## config.mk

```make
export PLATFORM = sky130hd
export DESIGN_NAME = qoa_slice_ctrl
export DESIGN_NICKNAME = d
export VERILOG_FILES = /design/src/rtl/qoa_pkg.sv /design/src/rtl/qoa_residual_sel.sv /design/src/rtl/qoa_slice_ctrl.sv
export SDC_FILE = /design/constraint.sdc
export NUM_CORES = 1
export LEC_CHECK = 0
export ABC_AREA = 0
export CAP_MARGIN = 20
export CELL_PAD_IN_SITES_DETAIL_PLACEMENT = 0
export CELL_PAD_IN_SITES_GLOBAL_PLACEMENT = 1
export CORE_ASPECT_RATIO = 1.4
export CORE_MARGIN = 10
export CORE_UTILIZATION = 48
export CTS_BUF_LIST = sky130_fd_sc_hd__clkbuf_16
export DETAILED_ROUTE_END_ITERATION = 12
export PLACE_DENSITY_LB_ADDON = 0.1
export SYNTH_ARGS = -nofsm -noshare
export SYNTH_HDL_FRONTEND = slang
export SYNTH_SLANG_ARGS = --single-unit
```

## constraint.sdc

```tcl
create_clock -name clk -period 4.3 [get_ports clk]
set_input_delay 0.86 -clock clk [delete_from_list [all_inputs] [get_ports clk]]
set_output_delay 0.86 -clock clk [all_outputs]
set_load 0.1 [all_outputs]
```

## src/rtl/qoa_pkg.sv

```systemverilog
// rtl/qoa_pkg.sv - shared state encoding, opcodes and slice layout for the QOA slice controller
package qoa_pkg;

    // Controller states
    localparam logic [1:0] ST_IDLE       = 2'd0;
    localparam logic [1:0] ST_LOAD_LMS   = 2'd1;
    localparam logic [1:0] ST_LOAD_SLICE = 2'd2;
    localparam logic [1:0] ST_DECODE     = 2'd3;

    // Opcodes recognised in IDLE
    localparam logic [7:0] OP_NOP   = 8'h00;
    localparam logic [7:0] OP_LMS   = 8'h01;
    localparam logic [7:0] OP_SLICE = 8'h02;

    // Slice word layout: scale factor on top, residual 0 directly below it
    localparam int SLICE_W  = 64;
    localparam int SF_MSB   = 63;
    localparam int SF_LSB   = 60;
    localparam int RES_W    = 3;
    localparam int RES0_LSB = 57;

endpackage

```

## src/rtl/qoa_residual_sel.sv

```systemverilog
// rtl/qoa_residual_sel.sv - picks residual code idx out of the 64-bit slice word
module qoa_residual_sel
    import qoa_pkg::*;
#(
    parameter int SLICE_SAMPLES = 20,
    parameter int IDX_W         = (SLICE_SAMPLES > 1) ? $clog2(SLICE_SAMPLES) : 1
) (
    input  logic [SLICE_W-1:0] slice,
    input  logic [IDX_W-1:0]   idx,
    output logic [RES_W-1:0]   code
);

    logic [6:0] bit_off;

    // Residual i sits 3*i bits below residual 0
    assign bit_off = 7'(idx) * 7'd3;
    assign code    = RES_W'(slice >> (7'(RES0_LSB) - bit_off));

endmodule

```

## src/rtl/qoa_slice_ctrl.sv

```systemverilog
// rtl/qoa_slice_ctrl.sv - SPI byte stream to LMS loads and residual decode requests (QOA_SLICE_COUNT_EN enables slice_count)
module qoa_slice_ctrl
    import qoa_pkg::*;
#(
    parameter int SLICE_SAMPLES = 20,
    parameter int LMS_LEN       = 4
) (
    input  logic        clk,
    input  logic        rst_n,
    input  logic        byte_valid,
    input  logic [7:0]  byte_data,
    output logic        lms_wr_en,
    output logic [2:0]  lms_wr_idx,
    output logic [15:0] lms_wr_data,
    output logic        dec_req,
    input  logic        dec_ack,
    output logic [3:0]  dec_sf,
    output logic [2:0]  dec_code,
    output logic        busy,
    output logic        err,
    output logic [15:0] slice_count
);

    localparam int LMS_BYTES = 4 * LMS_LEN;
    localparam int CNT_W     = $clog2(LMS_BYTES);
    localparam int IDX_W     = (SLICE_SAMPLES > 1) ? $clog2(SLICE_SAMPLES) : 1;
    localparam logic [CNT_W-1:0] LMS_LAST = CNT_W'(LMS_BYTES - 1);
    localparam logic [IDX_W-1:0] RES_LAST = IDX_W'(SLICE_SAMPLES - 1);

    logic [1:0]         state;
    logic [CNT_W-1:0]   lms_cnt;
    logic [2:0]         slc_cnt;
    logic [IDX_W-1:0]   res_idx;
    logic [7:0]         lms_hi;
    logic [SLICE_W-1:0] slice_reg;

    assign busy    = (state != ST_IDLE);
    assign dec_req = (state == ST_DECODE);
    assign dec_sf  = slice_reg[SF_MSB:SF_LSB];

    qoa_residual_sel #(
        .SLICE_SAMPLES (SLICE_SAMPLES),
        .IDX_W         (IDX_W)
    ) u_residual_sel (
        .slice (slice_reg),
        .idx   (res_idx),
        .code  (dec_code)
    );

    // Main sequencer: opcode decode, LMS word assembly, slice shift-in, residual handshake
    always_ff @(posedge clk or negedge rst_n) begin
        if (!rst_n) begin
            state       <= ST_IDLE;
            lms_cnt     <= '0;
            slc_cnt     <= '0;
            res_idx     <= '0;
            lms_hi      <= '0;
            slice_reg   <= '0;
            lms_wr_en   <= 1'b0;
            lms_wr_idx  <= '0;
            lms_wr_data <= '0;
            err         <= 1'b0;
        end else begin
            lms_wr_en <= 1'b0;
            case (state)
                ST_IDLE: begin
                    if (byte_valid) begin
                        if (byte_data == OP_LMS) begin
                            state   <= ST_LOAD_LMS;
                            lms_cnt <= '0;
                        end else if (byte_data == OP_SLICE) begin
                            state   <= ST_LOAD_SLICE;
                            slc_cnt <= '0;
                        end else if (byte_data == OP_NOP) begin
                            err <= 1'b0;
                        end else begin
                            err <= 1'b1;
                        end
                    end
                end
                ST_LOAD_LMS: begin
                    if (byte_valid) begin
                        if (!lms_cnt[0]) begin
                            lms_hi <= byte_data;
                        end else begin
                            lms_wr_en   <= 1'b1;
                            lms_wr_idx  <= 3'(lms_cnt >> 1);
                            lms_wr_data <= {lms_hi, byte_data};
                        end
                        if (lms_cnt == LMS_LAST) begin
                            state   <= ST_LOAD_SLICE;
                            lms_cnt <= '0;
                            slc_cnt <= '0;
                        end else begin
                            lms_cnt <= lms_cnt + 1'b1;
                        end
                    end
                end
                ST_LOAD_SLICE: begin
                    if (byte_valid) begin
                        slice_reg <= {slice_reg[SLICE_W-9:0], byte_data};
                        if (slc_cnt == 3'd7) begin
                            state   <= ST_DECODE;
                            slc_cnt <= '0;
                            res_idx <= '0;
                        end else begin
                            slc_cnt <= slc_cnt + 3'd1;
                        end
                    end
                end
                default: begin
                    // ST_DECODE: incoming bytes have nowhere to go, flag the overrun
                    if (byte_valid) begin
                        err <= 1'b1;
                    end
                    if (dec_ack) begin
                        if (res_idx == RES_LAST) begin
                            state   <= ST_IDLE;
                            res_idx <= '0;
                        end else begin
                            res_idx <= res_idx + 1'b1;
                        end
                    end
                end
            endcase
        end
    end

`ifdef QOA_SLICE_COUNT_EN
    logic        slice_done;
    logic [15:0] count_q;

    assign slice_done  = (state == ST_DECODE) && dec_ack && (res_idx == RES_LAST);
    assign slice_count = count_q;

    // Completed-slice counter, wraps naturally at 16 bits
    always_ff @(posedge clk or negedge rst_n) begin
        if (!rst_n) begin
            count_q <= '0;
        end else if (slice_done) begin
            count_q <= count_q + 16'd1;
        end
    end
`else
    assign slice_count = 16'd0;
`endif

endmodule

```

==> results.md <==
* Status: finished, violations left
* Failing checks: negative setup slack
* Crit path kind: reg -> out
* Antenna viol nets, final at 0
* Fin crit period at 4320 ps
* Synth Area in Simple Gates at 5.626%
* Fin. max-slew vios at 0
* Vias per cell at 6.029
* Hold Path Sink: lms_wr_data[9]
* Nets at 537
* Pre-CTS setup slack at 202.3 ps
* RSZ-0062 raised after global routing: true
* Reg2Reg Launch Point: state[1]
* Gpl congestion at 0.8080
* Largest net degree at the start of global routing at 66
* Std-Cell Rows at 49
* Layout Utilization at 55.78%
* Highest fanout seen on the critical path at 17
* Clock tree buffer depth at 2
* DRC Markers at 0
* Grt met2 use at 26.89%
* CP top delay family: multiplexers
* Synth cell types at 47
* DIE AREA at 17880 um^2
* Root buf cell: clkbuf_16
* Leading cell type in the layout, fill and taps excluded: dfrtp_1
* Top FF cell, synth: dfrtp_1
* Skew final at 8.647 ps
* Slowest cell on the critical path: fa_2
* R2r endpoint: lms_wr_data[13]
* Post-synth EDFFs at 0
* First-pass GRT wire length at 22.52 mm
* Worst path max stage delay at 650 ps
* Worst path bufs/invs at 2
* Met3 Usage GRT at 3.794%
* GRT met1 Usage at 19.47%
* Total Wirelength at 13.81 mm
* DR vias at 4003
* FF-to-FF path depth at 4
* Adder-cell share of the synthesized area at 3.967%
* CP cell instances: ha_2 > fa_2 > buf_12 > mux2i_1 > mux4_2 > mux4_2 > nand2_1 > o311a_1 > buf_12
* Area growth from synthesis to layout at 15.06%
* Sequential share of the synthesized area at 43.31%
* Number of synthesized register bits at 107
* Fin. Hold Viols at 0
* N_diodes at 0
* Clock Sinks at 107
* Gr busiest metal: met2
* Worst hold margin at 505.4 ps
* Post-CTS Hold Buffers at 0
* Cell Area, Placed at 6701 um^2
* IO Pins at 58
* Synthesized instance count at 468
* DIE WIDTH at 115.9 um
* Number of flip-flops in the largest register at 64
* Clk_lat worst skew at 360 ps
* Post-synth ARST share at 100.0%
* GRT Overall Usage at 16.00%
* CTS clk-pin slew, worst paths at 80 ps
* Most frequent cells in the layout: dfrtp_1, mux2_2, mux4_2
* Die height at 154.3 um
* Avg Synthesized Cell Area at 13.21 um^2
* Vias in the first global route at 4106
* Area of the core at 12750 um^2
* Starting density of the core at 48.48%
* Min-delay src: lms_hi[1]
* Layout cells sized above 1 at 36.59%
* Num CTS Buffers at 9
* Initial antenna violation count at 0
* Mapped Area at 6182 um^2
* Nature of the critical path endpoint: primary output
* R2r setup slk at 1950 ps
* Ratio of final minimum period to clock period at 100.5%
* Maximum clock frequency at 231.5 MHz
* Fillers at 1118
* IO buf count at 41
* Drt wl/cell at 20.79 um
* Compound-Gate Fraction of Synth Area at 4.979%
* Worst-margin pin slew at 995.1 ps
* Critical Path AT at 3460 ps
* Grt ovf at 0
* DRT iter0 DRCs at 194
* Xor/xnor share of the synthesized area at 1.154%
* Largest family of logic cells by synthesized area: multiplexers
* Post-detail-place hpwl at 9.889 mm
* Max Cap Violations at 0
* Syn. warnings at 0
* Worst Path Required at 3440 ps
* Max-slew headroom at 33.45%
* Hold crit path type: reg -> reg
* Final setup viols at 1
* Cell area after layout at 7113 um^2
* CTS tree: done
* Worst Setup Start Kind: flip-flop
* Final worst slack at -20.18 ps
* H-Tree Depth at 3
* Hold path cells at 1
* Post-synthesis mux area share at 35.32%
* Pre-Repair DR Iteration Count at 4
## kinds of logic after synthesis
| family | count (synthesis) |
|---|---|
| other cells | 1 |
| fa+ha+maj | 19 |
| flops | 107 |
| buf+inv | 62 |
| xor+xnor | 6 |
| simple gates | 71 |
| compound gates | 50 |
| mux | 152 |
## through the flow
stage | std cells | setup TNS, ps
floorplan | 483 | 0
global placement | 643 | 0
detailed placement | 643 | 0
CTS | 664 | -5.228
global route | 664 | -207.4
finish | 664 | -20.18
## routing by layer
metal,vias to the layer above,wire length [um]
li1,1798,-
met1,2080,5554
met2,107,7250
met3,18,702
met4,0,299
met5,-,0
## synthesized netlist by cell type (2+ instances only)
master / n / area [um^2]
nor3_1: 5 / 25.02
mux2i_1: 16 / 160.2
o31ai_1: 5 / 37.54
nand3b_1: 2 / 15.01
and3_1: 5 / 31.28
a31oi_1: 3 / 18.77
o21ai_0: 19 / 95.09
o22ai_1: 2 / 12.51
nor2b_1: 2 / 12.51
or2_2: 2 / 12.51
nor3b_1: 2 / 15.01
dfrtp_1: 107 / 2678
mux4_2: 41 / 923.4
ha_1: 18 / 225.2
o21a_1: 2 / 15.01
nand4_1: 3 / 18.77
buf_2: 6 / 30.03
nor2_1: 12 / 45.04
a21oi_1: 9 / 45.04
nand3_1: 7 / 35.03
o311a_1: 2 / 20.02
xnor2_1: 4 / 35.03
nand2b_1: 2 / 12.51
nand2_1: 24 / 90.09
mux2_2: 93 / 1047
inv_1: 17 / 63.81
mux4_1: 2 / 52.55
clkbuf_1: 12 / 45.04
buf_6: 2 / 22.52
buf_4: 24 / 180.2
a211oi_1: 2 / 15.01
## worst max-delay path by stage
stage	start	end	slack (ps)	cells after the start
finish	res_idx[0]	dec_code[0]	-20	9
global route	res_idx[0]	dec_code[1]	-100	9
CTS	res_idx[3]	dec_code[0]	-5	10
detailed placement	res_idx[2]	dec_code[0]	200	11
global placement	res_idx[2]	dec_code[0]	250	11
floorplan	res_idx[2]	dec_code[0]	6	10
## area by class of cell
| cell class | instances | area (um^2) | area share [%] |
|---|---|---|---|
| multi-input combinational | 314 | 3273 | 46.02 |
| sequential | 107 | 2679 | 37.66 |
| timing repair buffer | 56 | 588.1 | 8.267 |
| clock buffer | 9 | 225.2 | 3.166 |
| tap | 153 | 191.4 | 2.691 |
| clock inverter | 7 | 88.84 | 1.249 |
| inverter | 18 | 67.56 | 0.9499 |
## timing repair
item                                    in CTS  in global routing
gates resized for setup                      5                  5
endpoints found under the setup margin       3                  3
pin swaps                                    0                  1
cloned                                       1                  0
setup buffers                                4                  0
endpoints found under the hold margin        0                  0
Power is not shown: default switching activity piles up to over one toggle a cycle in this logic, so the estimate is an artifact.
